[config.mk]
export PLATFORM = sky130hd
export DESIGN_NAME = facc_ieee754
export DESIGN_NICKNAME = d
export VERILOG_FILES = /design/src/rtl/facc_ieee754.sv
export SDC_FILE = /design/constraint.sdc
export NUM_CORES = 1
export LEC_CHECK = 0
export ABC_AREA = 0
export ABC_CLOCK_PERIOD_IN_PS = 10200
export CAP_MARGIN = 20
export CORE_MARGIN = 2
export CORE_UTILIZATION = 40
export DETAILED_ROUTE_END_ITERATION = 10
export GPL_ROUTABILITY_DRIVEN = 1
export PLACE_DENSITY = 0.55
export RECOVER_POWER = 100
export REMOVE_ABC_BUFFERS = 1
export SYNTH_ARGS = -nofsm -noshare
export SYNTH_HDL_FRONTEND = slang
export SYNTH_SLANG_ARGS = --single-unit
[constraint.sdc]
create_clock -name clk -period 10.2 [get_ports clk]
set_clock_uncertainty 0.15 [all_clocks]
set_input_delay 1.02 -clock clk [delete_from_list [all_inputs] [get_ports clk]]
set_output_delay 1.02 -clock clk [all_outputs]
set_load 0.05 [all_outputs]
[src/rtl/facc_ieee754.sv]
// rtl/facc_ieee754.sv - sequential IEEE-754 single-precision accumulator, one term per 4 clocks.
// FACC_RNE_ROUND_EN selects round-to-nearest-even; otherwise results are truncated.
module facc_ieee754 #(
  parameter int CNT_W = 16
) (
  input  logic             clk,
  input  logic             rst_n,
  input  logic             clear,
  input  logic             in_valid,
  output logic             in_ready,
  input  logic [31:0]      in_data,
  input  logic             in_last,
  output logic             out_valid,
  input  logic             out_ready,
  output logic [31:0]      out_sum,
  output logic [CNT_W-1:0] out_count,
  output logic             out_ovf
);

  typedef enum logic [2:0] {S_IDLE, S_ALIGN, S_ADD, S_NORM, S_DONE} state_t;

  state_t           r_state, w_next;
  logic             r_live;
  logic [31:0]      r_acc, r_term;
  logic [CNT_W-1:0] r_count;
  logic             r_ovf, r_last;
  logic             r_big_sign, r_eff_sub;
  logic [7:0]       r_big_exp;
  logic [26:0]      r_big_man, r_sml_man;
  logic             r_sum_sign;
  logic [7:0]       r_sum_exp;
  logic [27:0]      r_sum;

  logic [30:0] w_t_key, w_a_key, w_big_key, w_sml_key;
  logic        w_term_big, w_big_sign, w_sml_sign;
  logic [7:0]  w_big_exp, w_sml_exp, w_diff;
  logic [26:0] w_big_man, w_sml_man, w_mask, w_sml_sh;
  logic [27:0] w_sum;
  logic [4:0]  w_lzc;
  logic [26:0] w_nman;
  logic signed [9:0] w_nexp, w_rexp;
  logic        w_rnd_up;
  logic [24:0] w_mant25;
  logic [22:0] w_frac;
  logic [31:0] w_res;
  logic        w_res_ovf;

  // Alignment: denormals read as zero, so a zero exponent collapses the whole key.
  always_comb begin
    w_t_key    = (r_term[30:23] == 8'd0) ? 31'd0 : r_term[30:0];
    w_a_key    = (r_acc[30:23] == 8'd0) ? 31'd0 : r_acc[30:0];
    w_term_big = w_t_key > w_a_key;
    w_big_key  = w_term_big ? w_t_key : w_a_key;
    w_sml_key  = w_term_big ? w_a_key : w_t_key;
    w_big_sign = w_term_big ? r_term[31] : r_acc[31];
    w_sml_sign = w_term_big ? r_acc[31] : r_term[31];
    w_big_exp  = w_big_key[30:23];
    w_sml_exp  = w_sml_key[30:23];
    w_big_man  = (w_big_exp == 8'd0) ? 27'd0 : {1'b1, w_big_key[22:0], 3'b000};
    w_sml_man  = (w_sml_exp == 8'd0) ? 27'd0 : {1'b1, w_sml_key[22:0], 3'b000};
    w_diff     = w_big_exp - w_sml_exp;
    w_mask     = (27'd1 << w_diff) - 27'd1;
    if (w_diff >= 8'd27) begin
      w_sml_sh = {26'd0, |w_sml_man};
    end else begin
      w_sml_sh = (w_sml_man >> w_diff) | {26'd0, |(w_sml_man & w_mask)};
    end
  end

  always_comb begin
    if (r_eff_sub) begin
      w_sum = {1'b0, r_big_man} - {1'b0, r_sml_man};
    end else begin
      w_sum = {1'b0, r_big_man} + {1'b0, r_sml_man};
    end
  end

  always_comb begin
    w_lzc = 5'd0;
    for (int i = 0; i < 27; i++) begin
      if (r_sum[i]) w_lzc = 5'(26 - i);
    end
    if (r_sum[27]) begin
      w_nman = {r_sum[27:2], r_sum[1] | r_sum[0]};
      w_nexp = $signed({2'b00, r_sum_exp}) + 10'sd1;
    end else begin
      w_nman = r_sum[26:0] << w_lzc;
      w_nexp = $signed({2'b00, r_sum_exp}) - $signed({5'd0, w_lzc});
    end
`ifdef FACC_RNE_ROUND_EN
    w_rnd_up = w_nman[2] & (w_nman[1] | w_nman[0] | w_nman[3]);
`else
    w_rnd_up = 1'b0;
`endif
    w_mant25 = {1'b0, w_nman[26:3]} + {24'd0, w_rnd_up};
    if (w_mant25[24]) begin
      w_frac = w_mant25[23:1];
      w_rexp = w_nexp + 10'sd1;
    end else begin
      w_frac = w_mant25[22:0];
      w_rexp = w_nexp;
    end
    w_res     = 32'd0;
    w_res_ovf = 1'b0;
    if (w_nman == 27'd0 || w_rexp <= 10'sd0) begin
      w_res = 32'd0;
    end else if (w_rexp >= 10'sd255) begin
      w_res     = {r_sum_sign, 8'hFF, 23'd0};
      w_res_ovf = 1'b1;
    end else begin
      w_res = {r_sum_sign, w_rexp[7:0], w_frac};
    end
  end

  always_comb begin
    w_next = r_state;
    if (clear) begin
      w_next = S_IDLE;
    end else begin
      case (r_state)
        S_IDLE:  if (in_valid && r_live) w_next = S_ALIGN;
        S_ALIGN: w_next = S_ADD;
        S_ADD:   w_next = S_NORM;
        S_NORM:  w_next = r_last ? S_DONE : S_IDLE;
        S_DONE:  if (out_ready) w_next = S_IDLE;
        default: w_next = S_IDLE;
      endcase
    end
  end

  always_ff @(posedge clk or negedge rst_n) begin
    if (!rst_n) begin
      r_state <= S_IDLE;
      r_live  <= 1'b0;
    end else begin
      r_state <= w_next;
      r_live  <= 1'b1;
    end
  end

  always_ff @(posedge clk or negedge rst_n) begin
    if (!rst_n) begin
      r_acc      <= 32'd0;
      r_term     <= 32'd0;
      r_count    <= '0;
      r_ovf      <= 1'b0;
      r_last     <= 1'b0;
      r_big_sign <= 1'b0;
      r_eff_sub  <= 1'b0;
      r_big_exp  <= 8'd0;
      r_big_man  <= 27'd0;
      r_sml_man  <= 27'd0;
      r_sum_sign <= 1'b0;
      r_sum_exp  <= 8'd0;
      r_sum      <= 28'd0;
    end else if (clear) begin
      r_acc   <= 32'd0;
      r_count <= '0;
      r_ovf   <= 1'b0;
    end else begin
      case (r_state)
        S_IDLE: begin
          if (in_valid && r_live) begin
            r_term <= in_data;
            r_last <= in_last;
            if (r_count != {CNT_W{1'b1}}) r_count <= r_count + 1'b1;
          end
        end
        S_ALIGN: begin
          r_big_sign <= w_big_sign;
          r_eff_sub  <= w_big_sign ^ w_sml_sign;
          r_big_exp  <= w_big_exp;
          r_big_man  <= w_big_man;
          r_sml_man  <= w_sml_sh;
        end
        S_ADD: begin
          r_sum      <= w_sum;
          r_sum_exp  <= r_big_exp;
          r_sum_sign <= r_big_sign & (w_sum != 28'd0);
        end
        S_NORM: begin
          // An infinite accumulator is frozen until the sum is delivered or cleared.
          if (r_acc[30:23] != 8'hFF) begin
            r_acc <= w_res;
            r_ovf <= r_ovf | w_res_ovf;
          end
        end
        S_DONE: begin
          if (out_ready) begin
            r_acc   <= 32'd0;
            r_count <= '0;
            r_ovf   <= 1'b0;
          end
        end
        default: ;
      endcase
    end
  end

  assign in_ready  = (r_state == S_IDLE) && !clear && r_live;
  assign out_valid = (r_state == S_DONE);
  assign out_sum   = r_acc;
  assign out_count = r_count;
  assign out_ovf   = r_ovf;

endmodule

[Word-level counts from Yosys, hierarchy flattened]
Cells that the tools add are included.
Storage, ports and cells
  output and inout port bits: 51
  flip-flop bits (word level): 187
Operators by class
  equality and inequality tests: 10
  mux-type cells: 61
  bitwise logic cells: 7
  reductions and logical operators: 22
  add/subtract/negate cells: 7
  $lt $le $gt $ge: 4
  shifts and indexed selects: 3
Operator list (number)
  2-to-1 mux 31 bit: 5
  2-to-1 mux 5 bit: 27
  2-to-1 mux 32 bit: 4
  2-to-1 mux 27 bit: 4
  2-to-1 mux 16 bit: 4
  case mux 32 bit (2 select lines): 1
  OR reduction 27 bit: 2
  zero test 8 bit: 4
  case mux 16 bit (2 select lines): 1
  > comparator 31 bit: 1
  adder 27 x 27 -> 28 bit: 1
  2-to-1 mux 28 bit: 1
  nonzero test 28 bit: 1
  subtractor 27 x 27 -> 28 bit: 1
  AND 27 bit: 1
  zero test 27 bit: 1
  OR 27 x 1 -> 27 bit: 1
  << shifter 1 x 8 -> 27 bit, first input constant: 1
  << shifter 27 x 5 -> 27 bit: 1
  right shift 27 x 8 -> 27 bit: 1
  subtractor 27 x 1 -> 27 bit, second input constant: 1
  adder 16 x 1 -> 16 bit, second input constant: 1
  != test 16 bit, second input constant: 1
  case mux 3 bit (5 select lines): 1
  28 further kinds: 47

[Depth between registers and ports, before layout]
Gate-level depths: netlist of the first run.
  word-level depth: 36
  gate-level depth with buffers: 31
  depth with buffers taken out: 25

[Worst setup path after synthesis of the first run]
No wires, ideal clock.
  path kind: reg2reg
  from: register r_acc[26], in the netlist out_sum[26]
  to: register r_sml_man[0]
  stages on the path, launching flop included: 28
  clock period less this slack: 6.515 ns
  path slack: 3.685 ns
  path buffers: 5
  data required time: 9.920 ns
  arrival time: 6.235 ns
  path through: dfrtp_1 > nor4_1 > nand2_1 > clkbuf_1 > clkbuf_1 > nand2_1 > ha_1 > nand3_1 > or3b_2 > a31o_1 > buf_4 > nand2_8 > clkbuf_1 > buf_1 > mux2i_1 > ha_1 > a21oi_1 > nand2_1 > a21oi_1 > a311o_1 > and2_1 > xnor2_1 > nand2_1 > a2111oi_2 > nor3_1 > or4_1 > a21oi_1 > a21boi_1
On the way
  cells in the longest elaborated chain, start to end: 11
  elaborated cells between the ends (all ways): 17
Ends and longest elaborated chain
  from (decl): line 24  | logic [31:0] r_acc, r_term;
  from (signal assigned): line 184  | r_acc <= w_res;
  zero test 8 bit: line 51  | w_a_key = (r_acc[30:23] == 8'd0) ? 31'd0 : r_acc[30:0];
  2-to-1 mux 31 bit *: line 51
  > comparator 31 bit: line 52  | w_term_big = w_t_key > w_a_key;
  2-to-1 mux 31 bit (on tied branches): line 53, 54
  subtractor 8 bit: line 61  | w_diff = w_big_exp - w_sml_exp;
  << shifter 1 x 8 -> 27 bit: line 62  | w_mask = (27'd1 << w_diff) - 27'd1;
  subtractor 27 x 1 -> 27 bit: line 62
  AND 27 bit: line 66  | w_sml_sh = (w_sml_man >> w_diff) | {26'd0, |(w_sml_man & w_mask)};
  OR reduction 27 bit: line 66
  OR 27 x 1 -> 27 bit: line 66
  2-to-1 mux 27 bit *: line 63  | if (w_diff >= 8'd27) begin
  to (signal assigned): line 174  | r_sml_man <= w_sml_sh;
  to (decl): line 29  | logic [26:0] r_big_man, r_sml_man;
Mark *: on every way between the ends. The rest lies on a longest branch, timed or not.
A chain may end at the register's enable or synchronous reset.

[Worst setup path in the final report of the first run]
  from: register r_term[28]
  to: register r_sml_man[24]
On the way
  cells in the longest elaborated chain, start to end: 9
  elaborated cells between the ends (all ways): 12
Ends and longest elaborated chain
  from (decl): line 24
  from (signal assigned): line 164  | r_term <= in_data;
  zero test 8 bit: line 50  | w_t_key = (r_term[30:23] == 8'd0) ? 31'd0 : r_term[30:0];
  2-to-1 mux 31 bit *: line 50
  parallel branches: the longest is 6 deep, another holds > comparator 31 bit
  2-to-1 mux 27 bit *: line 63
Every way passes the cells marked *.

==> flow_summary.yaml, run 1 <==
status:
  outcome: "finished, violations left"
  violations: "max-capacitance violations, max-slew violations"
critical_path:
  critical_path_class: "reg -> reg"
  start_kind: "flip-flop"
  r2r_cells: 24
  slowest_delay_ns: 0.80
  cp_max_fo: 71
  slowest_stage: "clkbuf_1"
  crit_chain: "nor4_1 -> nand2_1 -> and2_0 -> ha_1 -> nand4_1 -> nor4_1 -> nand2b_1 -> a31o_1 -> nand2_8 -> mux2i_1 -> ha_1 -> a21oi_1 -> nand2_1 -> a21oi_1 -> a311o_1 -> a31oi_2 -> o221ai_1 -> a22oi_2 -> clkbuf_1 -> nand3_1 -> inv_1 -> nand2_1 -> nor2_2 -> a32o_1"
  worst_ep_required_time_ns: 10.43
  arrival_ns: 8.86
  cpMostUsedCell: "nand2_1"
  critPathCaptureType: "flip-flop"
finish:
  final_common_cell: "nand2_1"
  layoutNonFillerInstCount: 2251
  antenna-diode-count: 0
  fill_cells: 3596
  final_nets: 1874
  area_growth_pct: 12.0
  final_util: 0.451
  final_cell_mix: "241 x nand2_1, 184 x dfrtp_1, 175 x o21ai_0, 154 x nor2_1, 107 x a21oi_1"
  drive_gt1_frac: 0.0920
placement:
  dp_hpwl_um: 37300
  dpl.cell_count: 2218
  routabilityCongestion: 0.975
  portBuffers: 88
drt:
  vias: 13700
  postRouteAntennaNets: 0
  vias_per_cell: 6.09
  avgRoutedWirePerCell_um: 21.8
  firstDrtPassIters: 6
  routed_wl_um: 49000
  drc_errors: 0
  drt-initial-drc-count: 1222
yosys:
  netlist_area_um2: 14600
  synth_compound_area_frac: 0.225
  synth_fa_ha_area_frac: 0.0561
  synth_top_flop_cell: "dfrtp_1"
  avgSynthCellArea_um2: 8.32
  ys_ff_latch: 184
  ys_top_cells_by_area: "dfrtp_1 31%, nand2_1 6.2%, o21ai_0 6.0%"
  yosysWarnings: 0
  ys_async_sr_fraction: 1.00
  seq_area_frac_synth: 0.315
  synth_edf_count: 0
  synth_top_area_share: 0.315
  synth_top_area_cell: "dfrtp_1"
  synth_top_family_by_area: "compound AO/OA/AOI/OAI gates"
  synth_cell_type_count: 98
  synth-simple-area-share: 0.201
  synthCells: 1759
  muxShareOfSynthArea: 0.114
  synth_xor_xnor_area_share: 0.0394
sta:
  fin_crit_sh: 0.846
  slew_headroom: -2.91
  max_slew.worst_pin.slew_ns: 5.86
  timing.fmax_mhz: 116
  setup_violations: 0
  finalCriticalPeriod_ns: 8.63
  finalSetupTns_ns: 0
  rsz0062_at_grt: "no"
  holdWs_ns: 0.331
  hold_violations: 0
  slew_viol_final: 260
clock_network:
  cts_buffer_depth: 2
  cts.clk_slew.worst_paths_ns: 0.08
  post_cts_buffers: 0
  cts_tree: "built"
  cts_max_level: 4
  cts_buffers: 17
  cts_sinks: 184
  hold_buffers: 0
  clkLatencyLatePin_ns: 0.46
  cts_resized: 0
  root_buffer: "clkbuf_16"
min_path:
  hold_path_class: "reg -> reg"
  holdPathStages: 2
run:
  drv_cap: 4
power:
  leakage_nw: 7.11
  irDropWorstVdd_uv: 164
  power_density_nw_per_um2: 362
  power.total_mw: 5.93
global_route:
  grt_pass1_wl_um: 76500
  grt_pass1_vias: 12800
  grt_antenna_before_repair: 1
  gr-total-overflow: 0
  grt_use_total: 0.258
  grt_max_degree: 106
floorplan:
  ios: 89
  num_rows: 70
  die_h_um: 195
  start_util: 0.403
  fp.dieW_um: 195
  coreArea_um2: 36300
  die_area_um2: 38100
-- path summary, 6_finish.rpt --
check / startpoint / endpoint / slack (ns)
worst max-delay path: r_term[28] / r_sml_man[24] / 1.57
worst min-delay path: r_big_sign / r_big_sign / 0.33
worst max register to register: r_term[28] / r_sml_man[24] / 1.57
worst min register to register: r_big_sign / r_big_sign / 0.33
max in group asynchronous: rst_n / r_term[22] / 4.06
min in group asynchronous: rst_n / out_count[13] / 2.57
-- layout make-up --
class | instances | area (um^2) | area share
Clock buffer | 18 | 439 | 0.0268
Inverter | 60 | 225 | 0.0137
Sequential cell | 184 | 4600 | 0.281
Clock inverter | 13 | 131 | 0.00802
Tap cell | 468 | 586 | 0.0357
Multi-Input combinational cell | 1394 | 9330 | 0.570
Timing Repair Buffer | 114 | 1060 | 0.0649
-- metal layers --
layer  up-vias  wire length, um  global-route usage
met3        80             3120              0.0430
met4         2             1340              0.0837
met1      6655            22600               0.367
met5         -                8                   0
met2       539            21900               0.402
li1       6443                -                   -
-- metrics by stage --
step	worst slack, ns	cell area [um^2]
final	1.57	16400
after global routing	1.05	16400
after CTS	2.63	16400
after detailed placement	2.68	15800
after global placement	2.81	15800
after floorplan	2.62	14100
-- power by group --
part / switching (mW) / internal [mW]
clock network: 0.337 / 0.330
logic: 2.48 / 1.57
registers: 0.307 / 0.914
-- critical path, delay by kind of cell (launching register included) --
family                     cells  cell delay [ns]
adders and majority gates      2             0.58
buffers and inverters          2             1.12
and+or+nand+nor               11             3.71
muxes                          1             0.32
DFF                            1             0.45
AOI/OAI and AO/OA              8             2.12
-- registers in the layout, indices dropped and copies added, names as in the netlist --
signal      cells
out_sum        32
r_term         32
r_sum          28
r_sml_man      27
r_big_man      24
out_count      16
r_big_exp       8
r_sum_exp       8
r_state         3
out_ovf         1
r_big_sign      1
r_eff_sub       1
r_last          1
r_live          1
r_sum_sign      1
-- synth_stat cells (all sizes together), types with 13 or more instances --
cell type,number
nand2,243
dfrtp,184
o21ai,175
nor2,157
a21oi,107
clkbuf,91
ha,64
inv,59
mux2,57
xnor2,49
mux2i,45
nand3,41
nor3,39
buf,30
mux4,25
a22o,24
a31oi,23
and2,20
and3,19
nand2b,19
o211ai,19
nand4,18
nor4,18
a21o,17
o31ai,16
xor2,16
a211oi,15
nor2b,13
o22ai,13
-- kinds of logic (layout without fill, tap and decap cells) --
family	after synthesis	after routing
AO/OA/AOI/OAI	511	511
XOR/XNOR	65	65
adder cells (fa/ha/maj)	65	65
buffers and inverters	181	205
flip-flops	184	184
multiplexers	127	127
other	1	1
AND/OR/NAND/NOR	625	625
Note: power is estimated with default switching activity, not from simulation.
==> inputs of run 2 (changes only) <==
--- a/config.mk
+++ b/config.mk
@@ -6,13 +6,13 @@
 export NUM_CORES = 1
 export LEC_CHECK = 0
 export ABC_AREA = 0
-export ABC_CLOCK_PERIOD_IN_PS = 10200
+export ABC_CLOCK_PERIOD_IN_PS = 7900
 export CAP_MARGIN = 20
 export CORE_MARGIN = 2
 export CORE_UTILIZATION = 40
 export DETAILED_ROUTE_END_ITERATION = 10
 export GPL_ROUTABILITY_DRIVEN = 1
-export PLACE_DENSITY = 0.55
+export PLACE_DENSITY = 0.58
 export RECOVER_POWER = 100
 export REMOVE_ABC_BUFFERS = 1
 export SYNTH_ARGS = -nofsm -noshare
==> constraint.sdc (replaced) <==
create_clock -name clk -period 7.9 [get_ports clk]
set_clock_uncertainty 0.15 [all_clocks]
set_input_delay 0.79 -clock clk [delete_from_list [all_inputs] [get_ports clk]]
set_output_delay 0.79 -clock clk [all_outputs]
set_load 0.05 [all_outputs]
==> flow_summary.yaml, run 2 (same netlist as run 1, synthesis figures left out) <==
status:
  outcome: "finished, violations left"
  violations: "max-capacitance violations, max-slew violations"
power:
  p_sw_frac: 0.524
  power_frac_seq: 0.207
  irDropWorstVdd_uv: 291
  leakage_nw: 7.14
  p_comb_frac: 0.681
  p_int_mw: 3.66
  clockPowerShare: 0.113
  power_density_nw_per_um2: 468
  power_switching_mw: 4.03
floorplan:
  ios: 89
  die_area_um2: 38100
  coreArea_um2: 36300
  num_rows: 70
  die_h_um: 195
  fp.dieW_um: 195
  start_util: 0.403
clock_network:
  cts_sinks: 184
  clkLatencyLatePin_ns: 0.47
  cts_buffers: 17
  cts_resized: 0
  cts.clk_slew.worst_paths_ns: 0.08
  cts_max_level: 4
  root_buffer: "clkbuf_16"
  cts_tree: "built"
  cts_buffer_depth: 2
  hold_buffers: 0
  post_cts_buffers: 0
sta:
  finalCriticalPeriod_ns: 7.10
  finalSetupTns_ns: 0
  hold_violations: 0
  slew_headroom: -1.37
  fin_crit_sh: 0.898
  setup_violations: 0
  max_slew.worst_pin.slew_ns: 3.55
  timing.fmax_mhz: 141
  rsz0062_at_grt: "no"
  slew_viol_final: 343
  holdWs_ns: 0.340
finish:
  drive_gt1_frac: 0.0950
  final_common_cell: "nand2_1"
  area_growth_pct: 12.2
  antenna-diode-count: 0
  final_nets: 1880
  final_cell_mix: "241 x nand2_1, 184 x dfrtp_1, 175 x o21ai_0, 154 x nor2_1, 107 x a21oi_1"
  final_area_um2: 16400
global_route:
  grt_pass1_wl_um: 76600
  grt_pass1_vias: 12700
  gr-total-overflow: 0
  grt_antenna_before_repair: 2
  grt_use_total: 0.260
  grt_max_degree: 71
critical_path:
  critPathCaptureType: "flip-flop"
  critical_path_depth: 23
  rr_startpoint: "out_sum[26]"
  r2r_slack_ns: 0.80
  start_kind: "flip-flop"
  slowest_delay_ns: 0.61
  arrival_ns: 7.33
  cp_max_fo: 24
  slowest_stage: "nand2_1"
  cpMostUsedCell: "nand2_1"
  worst-path-buf-inv: 1
  critical_path_class: "reg -> reg"
  worst_ep_required_time_ns: 8.13
  r2r_cells: 23
  crit_chain: "nor4_1 -> nand2_1 -> nand2_1 -> ha_1 -> a41oi_1 -> o21ai_0 -> nor4_1 -> o32a_2 -> nand2_8 -> mux2i_1 -> ha_1 -> a21oi_1 -> nand2_1 -> a21oi_1 -> a311o_1 -> a31oi_1 -> o221ai_1 -> a22oi_2 -> nand3_2 -> inv_1 -> nand2_1 -> nor2_2 -> a32o_1"
  worstReg2RegEnd: "r_sml_man[24]"
  crit_family: "simple AND/OR/NAND/NOR gates"
placement:
  dp_hpwl_um: 37600
  routabilityCongestion: 1.00
  portBuffers: 88
  place_area_um2: 15900
drt:
  drt-initial-drc-count: 1491
  avgRoutedWirePerCell_um: 21.8
  postRouteAntennaNets: 0
  vias_per_cell: 6.10
  vias: 13800
  routed_wl_um: 49200
  drc_errors: 0
  firstDrtPassIters: 5
min_path:
  min_from: "r_big_sign"
  hold_path_class: "reg -> reg"
  min_to: "r_big_sign"
  holdPathStages: 2
run:
  drv_cap: 6
==> run 2: worst max path at each step <==
stage / slack, ns / start / end
2_1_floorplan: 0.32 / r_sum[2] / out_sum[5]
3_3_place_gp: 1.08 / out_sum[26] / r_sml_man[24]
3_5_place_dp: 0.97 / out_sum[26] / r_sml_man[24]
4_1_cts: 0.96 / out_sum[26] / r_sml_man[24]
5_1_grt: 0.17 / out_sum[26] / r_sml_man[24]
6_report: 0.80 / out_sum[26] / r_sml_man[24]
==> run 2: layout make-up <==
| cell class | count | area, um^2 |
|---|---|---|
| clock buffer | 18 | 439 |
| clock inverter | 13 | 134 |
| fill | 3609 | 19900 |
| inverter | 60 | 225 |
| multi-input combinational | 1394 | 9330 |
| sequential | 184 | 4600 |
| tap | 468 | 586 |
| timing repair buffer | 120 | 1090 |
==> run 2: routing by layer <==
| metal | vias to the layer above | part of all wire | global-route usage |
|---|---|---|---|
| met5 | - | 0.00026 | 0 |
| met3 | 79 | 0.066 | 0.0390 |
| li1 | 6455 | - | - |
| met1 | 6680 | 0.46 | 0.376 |
| met2 | 558 | 0.45 | 0.402 |
| met4 | 2 | 0.026 | 0.0763 |
==> run 2: worst reg2reg max path, stage by stage (launching register included) <==
cell,delay [ns]
dfrtp_1,0.46
nor4_1,0.48
nand2_1,0.62
nand2_1,0.44
ha_1,0.31
a41oi_1,0.20
o21ai_0,0.11
nor4_1,0.30
o32a_2,0.57
nand2_8,0.08
mux2i_1,0.17
ha_1,0.22
a21oi_1,0.08
nand2_1,0.09
a21oi_1,0.04
a311o_1,0.35
a31oi_1,0.36
o221ai_1,0.24
a22oi_2,0.50
nand3_2,0.31
inv_1,0.28
nand2_1,0.19
nor2_2,0.27
a32o_1,0.20
==> run 2: metrics by stage <==
stage | utilization | setup WS [ns] | std cells | power, mW
after detailed placement | 0.437 | 0.971 | 2225 | 6.74
after floorplan | - | 0.323 | 1638 | 5.20
after global routing | 0.452 | 0.167 | 2257 | 8.26
final | 0.452 | 0.805 | 2257 | 7.69
after CTS | 0.453 | 0.963 | 2256 | 7.63
after global placement | 0.437 | 1.08 | 2225 | 6.74
==> run 2: power groups by stage <==
stage / Combinational (mW) / Sequential, mW / Clock, mW
2_1_floorplan: 3.74 / 1.46 / 0
3_3_place_gp: 5.14 / 1.59 / 0
3_5_place_dp: 5.15 / 1.59 / 0
4_1_cts: 5.17 / 1.58 / 0.884
5_1_grt: 5.71 / 1.62 / 0.928
6_report: 5.23 / 1.59 / 0.867
